### src/rtl/debug_view_sel_pkg.sv
// debug_view_sel_pkg: default probe geometry and channel indices for the debug display selector.
package debug_view_sel_pkg;
    localparam int DEF_WIDTH = 32;
    localparam int DEF_NCH = 6;
    typedef enum logic [3:0] {
        CH_RDATA1 = 4'd0,
        CH_RDATA2 = 4'd1,
        CH_RESULT = 4'd2,
        CH_WDATA  = 4'd3,
        CH_NEXTPC = 4'd4,
        CH_NEWPC  = 4'd5
    } ch_e;
endpackage

### src/rtl/btn_debounce.sv
// btn_debounce: 2-flop synchroniser, stability counter and press-edge pulse for one raw button.
module btn_debounce #(
    parameter int DB_CNT = 1000000
) (
    input  logic CLK,
    input  logic RSTN,
    input  logic IN,
    output logic LEVEL,
    output logic RISE
);
    localparam int CW = DB_CNT > 1 ? $clog2(DB_CNT) : 1;
    logic [1:0] sync;
    logic [CW-1:0] cnt;
    logic done;
    assign done = sync[1] != LEVEL && cnt == CW'(DB_CNT - 1);
    always_ff @(posedge CLK or negedge RSTN) begin
        if (!RSTN) begin
            sync <= '0;
            cnt <= '0;
            LEVEL <= 1'b0;
            RISE <= 1'b0;
        end else begin
            sync <= {sync[0], IN};
            cnt <= (sync[1] == LEVEL || done) ? '0 : cnt + 1'b1;
            LEVEL <= done ? sync[1] : LEVEL;
            RISE <= done & sync[1];
        end
    end
endmodule

### src/rtl/debug_view_sel.sv
// debug_view_sel: picks one of NCH probes for the display, stepped by debounced buttons or auto-scan,
// with FREEZE holding selection, divider and registered outputs.
module debug_view_sel
    import debug_view_sel_pkg::*;
#(
    parameter int WIDTH = DEF_WIDTH,
    parameter int NCH = DEF_NCH,
    parameter int SELW = 4,
    parameter int DB_CNT = 1000000,
    parameter int SCAN_DIV = 50000000
) (
    input  logic                 CLK,
    input  logic                 RSTN,
    input  logic [NCH*WIDTH-1:0] DIN,
    input  logic                 BTN_NEXT,
    input  logic                 BTN_PREV,
    input  logic                 MODE_SCAN,
    input  logic                 FREEZE,
    output logic [SELW-1:0]      SEL,
    output logic [NCH-1:0]       SEL_LED,
    output logic [WIDTH-1:0]     Vdata
);
    localparam int DW = SCAN_DIV > 1 ? $clog2(SCAN_DIV) : 1;
    localparam logic [SELW-1:0] LAST = SELW'(NCH - 1);
    logic next_rise, prev_rise, next_level_unused, prev_level_unused;
    logic [1:0] scan_sync, frz_sync;
    logic scan, frz, scan_prev, div_end;
    logic [DW-1:0] div;
    logic [SELW-1:0] sel, sel_inc, sel_dec;

    btn_debounce #(.DB_CNT(DB_CNT)) u_next (
        .CLK(CLK), .RSTN(RSTN), .IN(BTN_NEXT), .LEVEL(next_level_unused), .RISE(next_rise)
    );
    btn_debounce #(.DB_CNT(DB_CNT)) u_prev (
        .CLK(CLK), .RSTN(RSTN), .IN(BTN_PREV), .LEVEL(prev_level_unused), .RISE(prev_rise)
    );

    assign scan = scan_sync[1];
    assign frz = frz_sync[1];
    assign div_end = div == DW'(SCAN_DIV - 1);
    // explicit compare against NCH-1 keeps sel in range for non-power-of-two NCH
    assign sel_inc = sel == LAST ? '0 : sel + 1'b1;
    assign sel_dec = sel == '0 ? LAST : sel - 1'b1;

    always_ff @(posedge CLK or negedge RSTN) begin
        if (!RSTN) begin
            scan_sync <= '0;
            frz_sync <= '0;
            scan_prev <= 1'b0;
            div <= '0;
            sel <= '0;
        end else begin
            scan_sync <= {scan_sync[0], MODE_SCAN};
            frz_sync <= {frz_sync[0], FREEZE};
            if (!frz) begin
                scan_prev <= scan;
                if (scan) begin
                    div <= (!scan_prev || div_end) ? '0 : div + 1'b1;
                    sel <= (scan_prev && div_end) ? sel_inc : sel;
                end else if (next_rise != prev_rise) begin
                    sel <= next_rise ? sel_inc : sel_dec;
                end
            end
        end
    end

    always_ff @(posedge CLK or negedge RSTN) begin
        if (!RSTN) begin
            SEL <= '0;
            SEL_LED <= NCH'(1);
            Vdata <= '0;
        end else if (!frz) begin
            SEL <= sel;
            SEL_LED <= NCH'(1) << sel;
            Vdata <= DIN[int'(sel) * WIDTH +: WIDTH];
        end
    end
endmodule

### config.mk
export PLATFORM = sky130hd
export DESIGN_NAME = debug_view_sel
export DESIGN_NICKNAME = d
export VERILOG_FILES = /design/src/rtl/debug_view_sel_pkg.sv /design/src/rtl/btn_debounce.sv /design/src/rtl/debug_view_sel.sv
export SDC_FILE = /design/constraint.sdc
export NUM_CORES = 1
export LEC_CHECK = 0
export CELL_PAD_IN_SITES_DETAIL_PLACEMENT = 1
export CELL_PAD_IN_SITES_GLOBAL_PLACEMENT = 1
export CORE_MARGIN = 4
export CORE_UTILIZATION = 31
export CTS_CLUSTER_SIZE = 28
export DETAILED_ROUTE_END_ITERATION = 6
export PLACE_DENSITY_LB_ADDON = 0.1
export SLEW_MARGIN = 15
export SYNTH_ARGS = -nofsm -noshare
export SYNTH_HDL_FRONTEND = slang
export SYNTH_SLANG_ARGS = --single-unit
### constraint.sdc
create_clock -name CLK -period 2.65 [get_ports CLK]
set_clock_uncertainty 0.2 [all_clocks]
set_input_delay 0.6625 -clock CLK [delete_from_list [all_inputs] [get_ports CLK]]
set_output_delay 0.6625 -clock CLK [all_outputs]
set_load 0.1 [all_outputs]
# --- Word level (Yosys, flattened, before mapping) ---
# Cells that the tools add are included.
totals:
  word_cells: 56
  register_bits: 125
classes:
  addsub: 5
  mux: 9
  n_eq_ne: 10
  n_bitwise: 3
  shift: 2
  reduce_logical: 11
ops:
  columns: ["operator", "n"]
  rows:
  - ["192-bit by 10-bit indexed part select with 32-bit output", 1]
  - ["20-bit by 1-bit adder with 20-bit output, second input constant", 2]
  - ["20-bit equality test, second input constant", 2]
  - ["20-bit two-way mux", 2]
  - ["26-bit by 1-bit adder with 26-bit output, second input constant", 1]
  - ["26-bit equality test, second input constant", 1]
  - ["26-bit two-way mux", 1]
  - ["4-bit two-way mux", 6]
  - ["1-bit by 4-bit << shifter with 6-bit output, first input constant", 1]
  - ["4-bit by 1-bit adder with 4-bit output, second input constant", 1]
  - ["4-bit by 3-bit equality test with 1-bit output, second input constant", 1]
  - ["4-bit zero test", 1]
  - ["4-bit by 1-bit subtractor with 4-bit output, second input constant", 1]
  - ["1-bit logical AND", 3]
  - ["1-bit logical OR", 3]
  - ["1-bit != test", 3]
  - ["3-bit AND reduction", 1]
  - ["1-bit AND", 2]
  - ["1-bit equality test", 2]
  - ["2-bit by 1-bit != test with 1-bit output, second input constant", 1]
  - ["2-bit AND reduction", 1]
  - ["2-bit nonzero test", 1]
  - ["1-bit zero test", 1]
  - ["1-bit NOT", 1]

# --- Depth between registers and ports, before layout ---
logic_depth:
  word_depth: 5
  depth_mapped: 7

# --- Modules after synthesis ---
# From an unflattened synthesis, not the netlist that was laid out.
hier_totals:
  hier_cells: 640
  area_unflattened_um2: 6772.7
by_module_without_submodules:
  columns: ["mod", "cells_per_inst", "n_inst", "area_per_inst_um2", "seq_area_each_um2"]
  rows:
  - ["debug_view_sel", 422, 1, 4515.6, 1928.1]
  - ["btn_debounce", 109, 2, 1128.6, 600.6]

# --- Worst setup path before layout ---
# No wires, ideal clock.
synth_timing:
  path_type: "register to register"
  startpoint: "register div[10]"
  endpoint: "register div[25]"
  setup_ps: 119
  required_time_ps: 2331
  arrival_ps: 2270
  n_path_buf: 1
  stages_incl_launch_ff: 7
  setup_slack_ps: 61
  cell_sequence: "dfrtp_1 or4_1 or3_1 or4_1 a21oi_2 buf_4 nor2_1"
synth_between:
  elab_chain_cells: 3
  word_cells_on_any_way: 4
synth_lines:
  columns: ["element", "line_no", "rtl"]
  rows:
  - ["start, declared", "debug_view_sel.sv:28", "logic [DW-1:0] div;"]
  - ["start signal, assigned", "debug_view_sel.sv:58", "div <= (!scan_prev || div_end) ? '0 : div + 1'b1;"]
  - ["branches (longest 2 deep; another with 26-bit by 1-bit adder with 26-bit output)", null, null]
  - ["26-bit two-way mux *", "debug_view_sel.sv:58", null]
# Mark *: on every way between the ends.
# A chain may end at the register's enable or synchronous reset.

# --- Worst setup path after layout ---
layout_timing:
  startpoint: "register div[11]"
  endpoint: "register sel[1]"
layout_between:
  elab_chain_cells: 4
layout_lines:
  columns: ["element", "line_no", "rtl"]
  rows:
  - ["26-bit equality test", "debug_view_sel.sv:40", "assign div_end = div == DW'(SCAN_DIV - 1);"]
  - ["1-bit logical AND", "debug_view_sel.sv:59", "sel <= (scan_prev && div_end) ? sel_inc : sel;"]
  - ["2-bit by 1-bit != test with 1-bit output (no source line)", null, null]
  - ["3-bit AND reduction (no source line)", null, null]
  - ["end signal, assigned", "debug_view_sel.sv:59", null]
  - ["end signal, assigned", "debug_view_sel.sv:61", "sel <= next_rise ? sel_inc : sel_dec;"]
  - ["end, declared", "debug_view_sel.sv:29", "logic [SELW-1:0] sel, sel_inc, sel_dec;"]
# No other way between the ends.

==> results.md <==
* Last weighted congestion value of the routability-driven placer at 0.9100
* Result of the run: finished, violations left
* Effective utilization at floorplan at about a third
* Mean cell area of the mapped netlist at 10.98 um^2
* Number of global-route vias before repair at about 6.5k
* Total wire length at 24730 um
* Min Hold Slack at approximately 0.15 ns
* Path class of the lowest-slack min-delay path: reg2reg
* Arrival @ worst endpoint at 2.74 ns
* Detailed-route wire length per cell at 21.56 um
* Worst Setup End Kind: register
* Fill cell count at 2306
* Antenna violations before repair at 4
* Fraction of final layout cells with drive strength greater than 1 at between 10% and 20%
* Met2 Use GR at 35.97%
* Biggest fanout along the worst timing path at 5
* Worst slew pin tran at 0.6552 ns
* Final hold violations at 0
* Post-detailed-route count of antenna-violating nets at 0
* Detailed-route via count at approximately 6.0k
* Chain of cells forming the critical path: or4_1 -> or3_4 -> o41a_1 -> o41ai_4 -> o31ai_4
* Crit path launch type: register
* Full die area at 0.02398 mm^2
* Maximum capacitance violations at 0
* Die Height at 154.9 um
* Number of sinks on the clock net at 125
* Sum of overflow across all layers after global routing at 0
* Number of cell rows at 53
* Buffer cell driving the clock tree root: clkbuf_16
* Ys flop type: dfrtp_1
* Count of synthesis-stage warnings from yosys at 0
* Mapped Nets at ~810
* Count of cells along the worst register-to-register path at 5
* Horizontal extent of the die at 154.9 um
* Number of enable flip-flop cells after synthesis at 0
* Final critical delay including setup and external delays at 2.655 ns
* Post-synthesis sequential element count at around 130
* Violations in the final reports: design-rule violations, negative setup slack
* Slew Viols, Final at 0
* Class of the most critical setup path: reg2reg
* Setup violations, final at 1
* Post-layout power at 10.58 mW
* Fraction of the yosys area taken by sequential cells at 46.80%
* Leak at approximately 4.3 nW
* Grt peak-use layer: met2
* H-tree depth reported by CTS at 4
* Total core area at about 0.021 mm^2
* Via-per-instance ratio at 5.192
* Maximum ir drop on the vdd rail at 0.5311 mV
* Met3 Track Usage GR at 6.426%
* Setup repair after global routing missed its margin: yes
* DP Cell Count at 1110
* Synth cell types at 41
* Count of placed standard cells in the final layout, fillers left out at 1147
* Post-route setup TNS at -0.005236 ns
* Top-area cell type share of the netlist area at 46.41%
* GRT met1 Usage at about a quarter
* Worst Path Required at 2.73 ns
* First-pass detailed-route iteration total at 7
* Clock slew seen by the registers of the worst setup and hold paths at 0.06 ns
* Peak clock frequency supported by timing at 376.6 MHz
* Library cell contributing the largest single delay on the critical path: o41a_1
* Clock Latency Late Sink at 0.42 ns
* Residual DRC at 2
* Leading post-synthesis cells by cell area: dfrtp_1, mux4_2, xnor2_1
* Final cycle utilization of the critical path at 100.2%
* Cell taking the most area after synthesis: dfrtp_1
* Global-route wire length before repair at 38390 um
* GR Util All Layers at 20.68%
* Critical path's largest stage delay at 0.53 ns
* Num ports at 240
* Final WS setup at -0.005236 ns
* Detailed router's first-iteration violation count at 499
* HPWL after detailed placement at 19260 um
* Headroom to the max-slew limit at between 50 and 60%
* Synth-to-layout area growth at 50.82%
* Port Buffer Count at 239
* Proportion of synthesized flip-flops having asynchronous set or reset at 100.0%
* Largest net degree at the start of global routing at 52
* Net count, final at 1058
* Power Dens Cells at 1049 mW/mm^2
* Area occupied by registers at 0.003133 mm^2
* Cts bufs inserted at 17
* Syn Inst Count at around 600
* Multi-input gate area at 0.003316 mm^2
* Synthesized area at 0.006686 mm^2
* Clock tree from TritonCTS: done
* Min-Delay Path Depth at 0
* Maximum number of buffers from clock root to sink at 2
path summary, 6_finish.rpt:
check | from | to | slack, ns
worst max register to register | div[11] | sel[1] | -0.005
max in group asynchronous | RSTN | SEL_LED[0] | 1.15
worst min register to register | u_next.sync[0] | u_next.sync[1] | 0.15
min in group asynchronous | RSTN | div[15] | 0.50
worst min-delay path | u_next.sync[0] | u_next.sync[1] | 0.15
worst max-delay path | div[11] | sel[1] | -0.005
layer usage:
metal / wire [um] / vias to the layer above
met5: 0 / -
met4: 499 / 0
met3: 1595 / 30
met2: 12690 / 187
met1: 9948 / 3027
li1: - / 2711
synth_stat cells (all sizes together) (6+ instances only):
master,n
dfrtp,124
nor2,82
inv,42
nand2,37
xnor2,37
a222oi,32
mux2i,32
mux4,32
xor2,29
clkbuf,27
nand4,20
nand3,15
nor3,14
and4,8
nor4,8
and3,7
o21ai,7
buf,6
mux2,6
cell families after synthesis:
group / after synthesis / share of synthesized area, %
multiplexers: 70 / 16.58
XOR/XNOR: 66 / 8.645
AND/OR/NAND/NOR: 220 / 16.37
flip-flops: 125 / 46.80
buffers and inverters: 75 / 4.322
AO/OA/AOI/OAI: 49 / 6.531
adder cells (fa/ha/maj): 4 / 0.7485
layout make-up:
cell class	count	area share [%]
multi-input combinational	409	32.88
sequential	125	31.07
timing repair buffer	261	24.94
clock buffer	21	4.665
tap	275	3.412
inverter	42	1.563
clock inverter	10	1.377
antenna	4	0.09926
cells in the final DEF, fill, tap and decap left out, types with 7 or more instances in the layout:
| cell type | count |
|---|---|
| buf_4 | 59 |
| nor3_1 | 13 |
| xor2_1 | 29 |
| nor4_1 | 8 |
| and4_1 | 8 |
| mux2i_1 | 32 |
| xnor2_1 | 37 |
| nand2_1 | 37 |
| clkdlybuf4s50_1 | 196 |
| nand4_1 | 20 |
| nand3_1 | 15 |
| a222oi_1 | 32 |
| o21ai_0 | 7 |
| dfrtp_1 | 121 |
| nor2_1 | 80 |
| inv_1 | 42 |
| mux4_2 | 32 |
| clkbuf_16 | 17 |
| and3_1 | 7 |
metrics by stage:
stage | cell area, um^2 | util, % | setup WS, ns
2_1_floorplan | 6686 | - | 0.06100
3_3_place_gp | 9410 | 44.62 | 0.06607
3_5_place_dp | 9410 | 44.62 | -0.1187
4_1_cts | 10040 | 47.62 | 0.02577
5_1_grt | 10080 | 47.82 | -0.05721
6_report | 10080 | 47.82 | -0.005236
power by group:
group	total (mW)	switching, mW	internal, mW
logic	5.59	3.83	1.76
clock network	2.40	0.854	1.54
registers	2.59	0.294	2.30
total	10.6	4.98	5.60
state kept, by name, indices dropped and copies added, names as in the netlist, 2 cells and up:
name and flops:
u_next.sync 2, SEL 4, div 26, sel 4, u_prev.sync 2, SEL_LED 6
scan_sync 2, u_next.cnt 20, Vdata 32, frz_sync 2, u_prev.cnt 20
worst max-delay path, delay by kind of cell, from the launching register on:
family | cells | cell delay [ns]
compound gates | 3 | 1.10
simple gates | 2 | 0.86
flops | 1 | 0.37
repair_timing:
action,in CTS,in global routing
resized for setup,2,3
hold buffers,1,0
hold endpoints to repair,15,0
setup buffers,0,1
pin swaps,1,5
endpoints found under the setup margin,1,27
(Power assumes the default switching activity.)
==> variant: new RTL, config.mk and constraints unchanged <==
Make the reset (`RSTN`) synchronous in 3 clocked blocks.
--- a/src/rtl/btn_debounce.sv
+++ b/src/rtl/btn_debounce.sv
@@ -14,5 +14,5 @@
     logic done;
     assign done = sync[1] != LEVEL && cnt == CW'(DB_CNT - 1);
-    always_ff @(posedge CLK or negedge RSTN) begin
+    always_ff @(posedge CLK) begin
         if (!RSTN) begin
             sync <= '0;
--- a/src/rtl/debug_view_sel.sv
+++ b/src/rtl/debug_view_sel.sv
@@ -43,5 +43,5 @@
     assign sel_dec = sel == '0 ? LAST : sel - 1'b1;
 
-    always_ff @(posedge CLK or negedge RSTN) begin
+    always_ff @(posedge CLK) begin
         if (!RSTN) begin
             scan_sync <= '0;
@@ -65,5 +65,5 @@
     end
 
-    always_ff @(posedge CLK or negedge RSTN) begin
+    always_ff @(posedge CLK) begin
         if (!RSTN) begin
             SEL <= '0;
Check against the original RTL: differs if RSTN is asserted again (counterexample within 4 cycles, from zero or initial values and one cycle with RSTN low); with RSTN held inactive, the same outputs for 10 cycles.
==> variant against the unedited design <==
- cell area fell by 2.9%
- synthesized area decreased by 1.6%
- worst setup slack improved by 0.32 ns
- highest routed layer unchanged
- sequential cell count unchanged
- routed wire length is 8.6% lower
- count of clock-buffer cells in the layout up 3
- sequential share of layout area is 5.5 points lower
Power is not compared: it rests on default switching activity, and its combinational part moved more than twofold at a synthesized area within 25%.
==> variant: results (changes against the unedited design) <==
Hold path
  – Hold endpoint: u_prev.sync[1] (was u_next.sync[1])
  – Worst hold stages: 1 (was 0)
  – Beginning of the worst hold path: u_prev.sync[0] (was u_next.sync[0])
  – Tightest Hold Check Type: flop to flop (unchanged)

Cells and area
  – Nets: 1142 (was 1058)
  – ANT cells: 0 (was 4)
  – Fraction of layout cells with a size suffix above 1: 0.135 (was 0.168)

GRT
  – Total global-route track usage: 0.189 (was 0.207)
  – Largest net degree at the start of global routing: 53 (was 52)
  – Initial antenna violation count: 0 (was 4)
  – First-pass GRT wire length: 36000 um (was 38400 um)
  – Vias in the first global route: 6786 (was 6528)

Place
  – Hpwl dp: 17700 um (was 19300 um)
  – DP Area: 0.00918 mm^2 (was 0.00941 mm^2)
  – GPL Wtd Cong: 0.824 (was 0.910)
  – Placed cells: 1196 (was 1110)

Setup path
  – R2R Path Start: div[2] (was div[11])
  – FF-to-FF setup slack: 0.31 ns (was -0.005 ns)
  – Critical Path AT: 2.41 ns (was 2.74 ns)
  – Max FO, Critical Path: 23 (was 5)
  – Worst reg2reg path endpoint: div[3] (was sel[1])
  – Slowest-stage cell, CP: a21bo_2 (was o41a_1)

Routing
  – First DRT Iteration DRCs: 158 (was 499)
  – Drt via density: 5.04 (was 5.19)
  – DR vias: 6179 (was 5955)
  – Final wirelength: 22600 um (was 24700 um)
  – 1st-pass router iterations: 4 (was 7)

Power and ir drop
  – Final Total Pwr: 5.52 mW
  – Static leakage: 3.58 nW

Run status
  – Status: finished clean (was complete, but fails checks)

Synth
  – Syn_nets: 912 (was 811)
  – Netlist cell types: 48 (was 41)
  – Synth top area cells: dfxtp_1, mux4_2, mux2i_1 (was dfrtp_1, mux4_2, xnor2_1)
  – Commonest cells in the netlist: dfxtp_1, nor2_1, nand2_1 (was dfrtp_1, nor2_1, inv_1)
  – Gate Count Post-Synth: 710 (was 609)
  – Async S/R FF share, synth: 0 (was 1.00)
  – Seq/Total Area, Yosys: 0.380 (was 0.468)
  – Ys flop type: dfxtp_1 (was dfrtp_1)

Timing
  – Slew @ Worst Pin: 0.665 ns (was 0.655 ns)
  – Fin Hold WS: 0.235 ns (was 0.151 ns)

CTS
  – Post-CTS Resized: 0 (was 2)
  – Number of buffers created by CTS: 17 (unchanged)
  – CTS root buf: clkbuf_16 (unchanged)
[variant: changes by cell type after synthesis, moves of 27 or more]
cell | before | now
dfxtp_1 | 0 | 125
nand2_1 | 37 | 64
a222oi_1 | 32 | 0
dfrtp_1 | 124 | 0
inv_1 | 42 | 5
nor2b_1 | 2 | 45
a22oi_1 | 0 | 36
o21ai_0 | 7 | 38
[variant: kinds of logic after synthesis]
logic type	count (synthesis)	synth area share
AOI/OAI and AO/OA	93	0.0913
muxes	75	0.175
adders and majority gates	4	0.00761
DFF	125	0.380
buffers and inverters	52	0.0327
xor gates and xnor gates	60	0.0799
and+or+nand+nor	301	0.233
[variant: final cells by class]
| type | instances | area [um^2] |
|---|---|---|
| clock inverter | 6 | 134 |
| multi-input combinational | 533 | 3860 |
| clock buffer | 24 | 482 |
| inverter | 6 | 22.5 |
| fill | 2407 | 11200 |
| tap | 275 | 344 |
| timing repair buffer | 257 | 2440 |
| sequential | 125 | 2510 |
[variant: worst max path at each step]
stage,slack [ns],from,endpoint,depth (start not counted)
2_1_floorplan,0.56,u_prev.cnt[0],u_prev.cnt[11],7
3_3_place_gp,0.34,DIN[29],Vdata[29],6
3_5_place_dp,0.31,DIN[119],Vdata[23],6
4_1_cts,0.30,div[2],div[3],5
5_1_grt,0.11,div[0],div[3],6
6_report,0.31,div[2],div[3],5
[variant: worst reg2reg max path, delay by kind of cell (launching register included)]
kind / cells / cell delay (ns)
compound gates: 2 / 0.91
flops: 1 / 0.49
simple gates: 3 / 0.60
[variant: per-layer routing]
metal / global-route usage / part of all wire / vias up
li1: - / - / 2990
met1: 0.225 / 0.41 / 3005
met2: 0.331 / 0.51 / 162
met3: 0.0557 / 0.057 / 22
met4: 0.0530 / 0.017 / 0
met5: 0 / 0 / -
